[config.mk]
export PLATFORM = sky130hd
export DESIGN_NAME = mem_arbiter
export DESIGN_NICKNAME = d
export VERILOG_FILES = /design/src/rtl/mem_arbiter.sv
export SDC_FILE = /design/constraint.sdc
export NUM_CORES = 1
export LEC_CHECK = 0
export BUFFER_PORTS_ARGS = -buffer_cell sky130_fd_sc_hd__buf_2
export CORE_AREA = 2 2 117 119
export DETAILED_ROUTE_END_ITERATION = 8
export DIE_AREA = 0 0 119 121
export PLACE_DENSITY = 0.66
export SYNTH_ARGS = -nofsm -noshare
export SYNTH_HDL_FRONTEND = slang
export SYNTH_SLANG_ARGS = --single-unit
export TNS_END_PERCENT = 50
[constraint.sdc]
create_clock -name clk -period 1.55 [get_ports clk]
set_clock_uncertainty 0.15 [all_clocks]
set_input_delay 0.31 -clock clk [delete_from_list [all_inputs] [get_ports clk]]
set_output_delay 0.31 -clock clk [all_outputs]
set_load 0.02 [all_outputs]
[src/rtl/mem_arbiter.sv]
// Two-master arbiter in front of a single-port data memory.
// Alternating priority under contention, combinational grant, 1-cycle registered read return.
module mem_arbiter #(
  parameter int n = 32
) (
  input  logic         clk,
  input  logic         reset,
  input  logic         m0_req,
  input  logic         m0_we,
  input  logic [n-1:0] m0_addr,
  input  logic [n-1:0] m0_wdata,
  output logic         m0_gnt,
  output logic         m0_rvalid,
  output logic [n-1:0] m0_rdata,
  input  logic         m1_req,
  input  logic         m1_we,
  input  logic [n-1:0] m1_addr,
  input  logic [n-1:0] m1_wdata,
  output logic         m1_gnt,
  output logic         m1_rvalid,
  output logic [n-1:0] m1_rdata,
  output logic         mem_we,
  output logic [n-1:0] mem_addr,
  output logic [n-1:0] mem_wdata,
  input  logic [n-1:0] mem_rdata
);

  typedef enum logic {
    PRIO_M0 = 1'b0,
    PRIO_M1 = 1'b1
  } prio_e;

  prio_e        r_prio;
  logic         r_m0_rvalid;
  logic         r_m1_rvalid;
  logic [n-1:0] r_m0_rdata;
  logic [n-1:0] r_m1_rdata;
  logic         w_gnt0;
  logic         w_gnt1;

  // Reset masks grants in the same cycle, so a read granted under reset is dropped.
  always_comb begin
    w_gnt0 = 1'b0;
    w_gnt1 = 1'b0;
    if (!reset) begin
      if (m0_req && m1_req) begin
        w_gnt0 = (r_prio == PRIO_M0);
        w_gnt1 = (r_prio == PRIO_M1);
      end else begin
        w_gnt0 = m0_req;
        w_gnt1 = m1_req;
      end
    end
  end

  always_comb begin
    mem_we    = 1'b0;
    mem_addr  = '0;
    mem_wdata = '0;
    if (w_gnt0) begin
      mem_we    = m0_we;
      mem_addr  = m0_addr;
      mem_wdata = m0_wdata;
    end else if (w_gnt1) begin
      mem_we    = m1_we;
      mem_addr  = m1_addr;
      mem_wdata = m1_wdata;
    end
  end

  always_ff @(posedge clk) begin
    if (reset) begin
      r_prio      <= PRIO_M0;
      r_m0_rvalid <= 1'b0;
      r_m1_rvalid <= 1'b0;
      r_m0_rdata  <= '0;
      r_m1_rdata  <= '0;
    end else begin
      if (w_gnt0) begin
        r_prio <= PRIO_M1;
      end else if (w_gnt1) begin
        r_prio <= PRIO_M0;
      end
      r_m0_rvalid <= w_gnt0 && !m0_we;
      r_m1_rvalid <= w_gnt1 && !m1_we;
      if (w_gnt0 && !m0_we) begin
        r_m0_rdata <= mem_rdata;
      end
      if (w_gnt1 && !m1_we) begin
        r_m1_rdata <= mem_rdata;
      end
    end
  end

  assign m0_gnt    = w_gnt0;
  assign m1_gnt    = w_gnt1;
  assign m0_rvalid = r_m0_rvalid;
  assign m1_rvalid = r_m1_rvalid;
  assign m0_rdata  = r_m0_rdata;
  assign m1_rdata  = r_m1_rdata;

endmodule

# After elaboration in Yosys (flattened, before gate mapping)
# Cells that the tools add are included.
# word_totals
register_bits	67
# op_classes
mux	12
bitwise	1
n_reduce_logical	6
# op_table
cell	n
32-bit 2-to-1 mux	4
1-bit 2-to-1 mux	8
1-bit logical AND	3
1-bit logical NOT	2
2-bit nonzero test	1
1-bit inverter	1

# Logic depth before layout (Yosys ltp)
# depth
word_depth	5
ltp_mapped	5
ltp_nobuf	3

# Worst setup path after synthesis
# OpenSTA, ideal clock, no wires.
# synth_path
kind	register to output
startpoint	reg r_prio
endpoint	out mem_addr[0]
setup_slack_ns	-0.134
path_buffers	2
stages_incl_launch_ff	6
arrival_ns	1.224
cell_sequence	dfxtp_1 and2b_4 nor3_4 buf_4 buf_4 a22o_1
# synth_between
elab_chain_cells	4
# synth_lines
item	line_no	text
start, declared	33	prio_e r_prio;
start signal, assigned	73	r_prio <= PRIO_M0;
start signal, assigned	80	r_prio <= PRIO_M1;
start signal, assigned	82	r_prio <= PRIO_M0;
1-bit 2-to-1 mux or 1-bit inverter (tied branches)	46, 47	
1-bit 2-to-1 mux (on tied branches)	45, 46	
32-bit 2-to-1 mux or 1-bit 2-to-1 mux (tied branches)	64, 45	
32-bit 2-to-1 mux *	60	if (w_gnt0) begin
end, declared	23	output logic [n-1:0] mem_addr,
# Mark *: on every way between the ends. The rest lies on a longest branch, timed or not.

# Final worst setup path
# layout_path
startpoint	reg r_prio
endpoint	out mem_wdata[31]
# layout_between
elab_chain_cells	4
# layout_lines
item	line_no	text
1-bit 2-to-1 mux or 1-bit inverter (tied branches)	46, 47	
1-bit 2-to-1 mux (on tied branches)	45, 46	
32-bit 2-to-1 mux or 1-bit 2-to-1 mux (tied branches)	64, 45	
32-bit 2-to-1 mux *	60	
end, declared	24	output logic [n-1:0] mem_wdata,
# Marks and branches as above.

==> impl_metrics.tcl <==
set metrics [dict create \
    drcViolationCount 0 \
    startpoint_type "flip-flop" \
    setup_slack_ns -0.662 \
    synth_top_area_frac 0.414 \
    avgSynthCellArea_um2 9.20 \
    reg2reg_depth 4 \
    min_path_type "input pin to flip-flop" \
    clockBufferDepth 2 \
    max_stage_delay_ns 0.33 \
    syn_inst 352 \
    rr_startpoint "r_prio" \
    cts-root-buf "clkbuf_16" \
    num_io_pins 299 \
    pwr-share-clk 0.364 \
    ys_seq_area_frac 0.414 \
    fin_util 0.483 \
    htreeDepth 3 \
    slew_viol_final 0 \
    rsz0062_at_grt "yes" \
    cpLargestDelayFamily "buffers and inverters" \
    synth-edff-count 0 \
    max_slew_margin 0.582 \
    outcome "finished with violations" \
    wl_um 17200 \
    globalplace.congestion 0.827 \
    rows 42 \
    setup_viol 67 \
    die-area_mm2 0.0144 \
    drt_iter0_drc 240 \
    r2r_end "m1_rdata[24]" \
    crit_type "flip-flop to output port" \
    ant_nets 0 \
    synth_top_area_cell "dfxtp_1" \
    p_sw_frac 0.296 \
    finalHoldViolCount 0 \
    first_pass_iters 4 \
    cts_sinks 67 \
    intPower_mw 3.77 \
    drive_above_1_share 0.613 \
    die_y_um 121 \
    cts_tree "yes" \
    leakagePower_nw 3.21 \
    area_delta_synth_final_pct 95.0 \
    endpoint_kind "output port" \
    fill_cells 1208 \
    worst_pin_slew_ns 0.627 \
    p_per_area_mw_per_mm2 846 \
    critPathArrivalTime_ns 1.75 \
    antenna_found_initial 4 \
    synthesis.nets 518 \
    vias_per_cell 5.17 \
    synthArstFlopShare 0 \
    whs_endpoint "r_prio" \
    grt_pass1_vias 4221 \
    worstPathRequired_ns 1.09 \
    hp-start "m0_req" \
    nets 828 \
    fmax_mhz 452 \
    clkLatencyLatePin_ns 0.32 \
    grt_pass1_wl_um 23900 \
    initial_utilization 0.248 \
    ys.warnings.count 0 \
    seqPwrFrac 0.345 \
    portBuffers 298 \
    synth_area_leaders "dfxtp_1 41%, a22o_1 18%, o311ai_0 17%" \
    wire_per_inst_um 20.3 \
    synth_area_mm2 0.00324 \
    ys_ff_latch 67 \
    drv_cap 0 \
    synth_cell_type_count 22 \
    r2r_setup_slack_ns 0.05 \
    die_x_um 119 \
    holdPathStages 2 \
    p_switching_mw 1.58 \
    fin_crit_sh 1.43 \
    hpwl_um 12400 \
    dpl_worst_slack_ns -0.403 \
    path_clk_slew_ns 0.05 \
    p_comb_frac 0.291 \
    core-area_mm2 0.0131 \
    worst_path_most_repeated_cell "buf_12" \
    cp_cell_sequence "and2b_4 -> nor3_4 -> buf_12 -> buf_12 -> buf_8 -> a22o_1 -> buf_6" \
    grtUsageTotal 0.214 \
    layout_min_cycle_time_ns 2.21 \
    cts_inserted_buffers 9 \
    max-vdd-ir-drop_mv 0.623 \
    grt-ovfl-total 0 \
    grt_max_degree 47 \
    synth_ff_type "dfxtp_1" \
    cp_slowest_cell "dfxtp_2" \
    worstPathMaxFanout 7 \
    via_count 4377 \
    tns_ns -40.51 \
    power.total_mw 5.35 \
    violations "negative setup slack" \
    crit_buf_inv 4 \
]
-- cells by family after synthesis --
group | synth area share
AO/OA/AOI/OAI | 0.452
flip-flops | 0.414
AND/OR/NAND/NOR | 0.0212
buffers and inverters | 0.113
-- cells in the mapped netlist, types with 3 or more instances --
cell type	number
o311ai_0	63
o21ai_0	11
inv_2	3
buf_6	4
buf_2	5
dfxtp_1	67
clkbuf_1	29
a22o_1	65
o21ai_1	53
buf_4	6
inv_1	35
-- routing by layer --
| layer | global-route usage | part of all wire |
|---|---|---|
| met5 | 0 | 0 |
| met2 | 0.373 | 0.51 |
| met1 | 0.236 | 0.35 |
| met3 | 0.0630 | 0.089 |
| met4 | 0.112 | 0.044 |
-- repair_timing --
| item | 4_1_cts | 5_1_grt |
|---|---|---|
| pin swaps | 12 | 4 |
| setup endpoints to repair | 67 | 88 |
| hold buffers | 0 | 0 |
| setup buffers | 0 | 6 |
| cloned | 0 | 4 |
| gates resized for setup | 82 | 64 |
-- power groups by stage --
stage | Combinational, mW | Clock, mW | Sequential, mW
final | 1.56 | 1.94 | 1.84
after global routing | 1.64 | 2.03 | 1.85
after CTS | 1.44 | 1.98 | 1.84
after detailed placement | 1.33 | 0 | 1.88
after global placement | 1.31 | 0 | 1.88
after floorplan | 0.628 | 0 | 1.97
-- worst max-delay path by stage --
stage / slack [ns] / endpoint / cells after the start / start
floorplan: -0.05 / mem_addr[0] / 5 / r_prio
global route: -0.73 / mem_wdata[31] / 7 / r_prio
detailed placement: -0.40 / mem_wdata[20] / 7 / m1_req
finish: -0.66 / mem_wdata[31] / 7 / r_prio
global placement: -0.35 / mem_wdata[19] / 7 / m1_req
CTS: -0.61 / mem_addr[21] / 6 / r_prio
-- sequential cells by signal (all words and copies together) (netlist names) --
signal     flops
m0_rvalid      1
m0_rdata      32
r_prio         1
m1_rdata      32
m1_rvalid      1
-- through the flow --
step / hold slack, ns / cell area (µm²) / std cells
after floorplan: 0.270 / 3660 / 352
after global placement: 0.309 / 5470 / 817
after detailed placement: 0.328 / 5470 / 817
after CTS: 0.0784 / 6000 / 832
after global routing: 0.0889 / 6320 / 846
final: 0.0856 / 6320 / 846
-- final cells by class --
type | count | area [µm²] | area share
tap | 176 | 220 | 0.0349
clock buffer | 9 | 225 | 0.0357
sequential | 67 | 1340 | 0.213
inverter | 38 | 143 | 0.0226
multi-input combinational | 203 | 1910 | 0.302
timing repair buffer | 343 | 2410 | 0.382
antenna | 4 | 10.0 | 0.00158
clock inverter | 6 | 57.6 | 0.00911
-- placed cells by master, fill, tap and decap left out, types with 9 or more instances in the layout --
cell type,netlist,layout
clkbuf_16,0,12
o21ai_1,53,54
a22o_4,0,42
a22o_1,65,23
o311ai_0,63,52
buf_6,4,63
buf_2,5,232
dfxtp_1,67,66
o21ai_0,11,10
o311ai_1,1,12
inv_1,35,35
buf_4,6,33
buf_12,0,9
(Power assumes the default switching activity.)
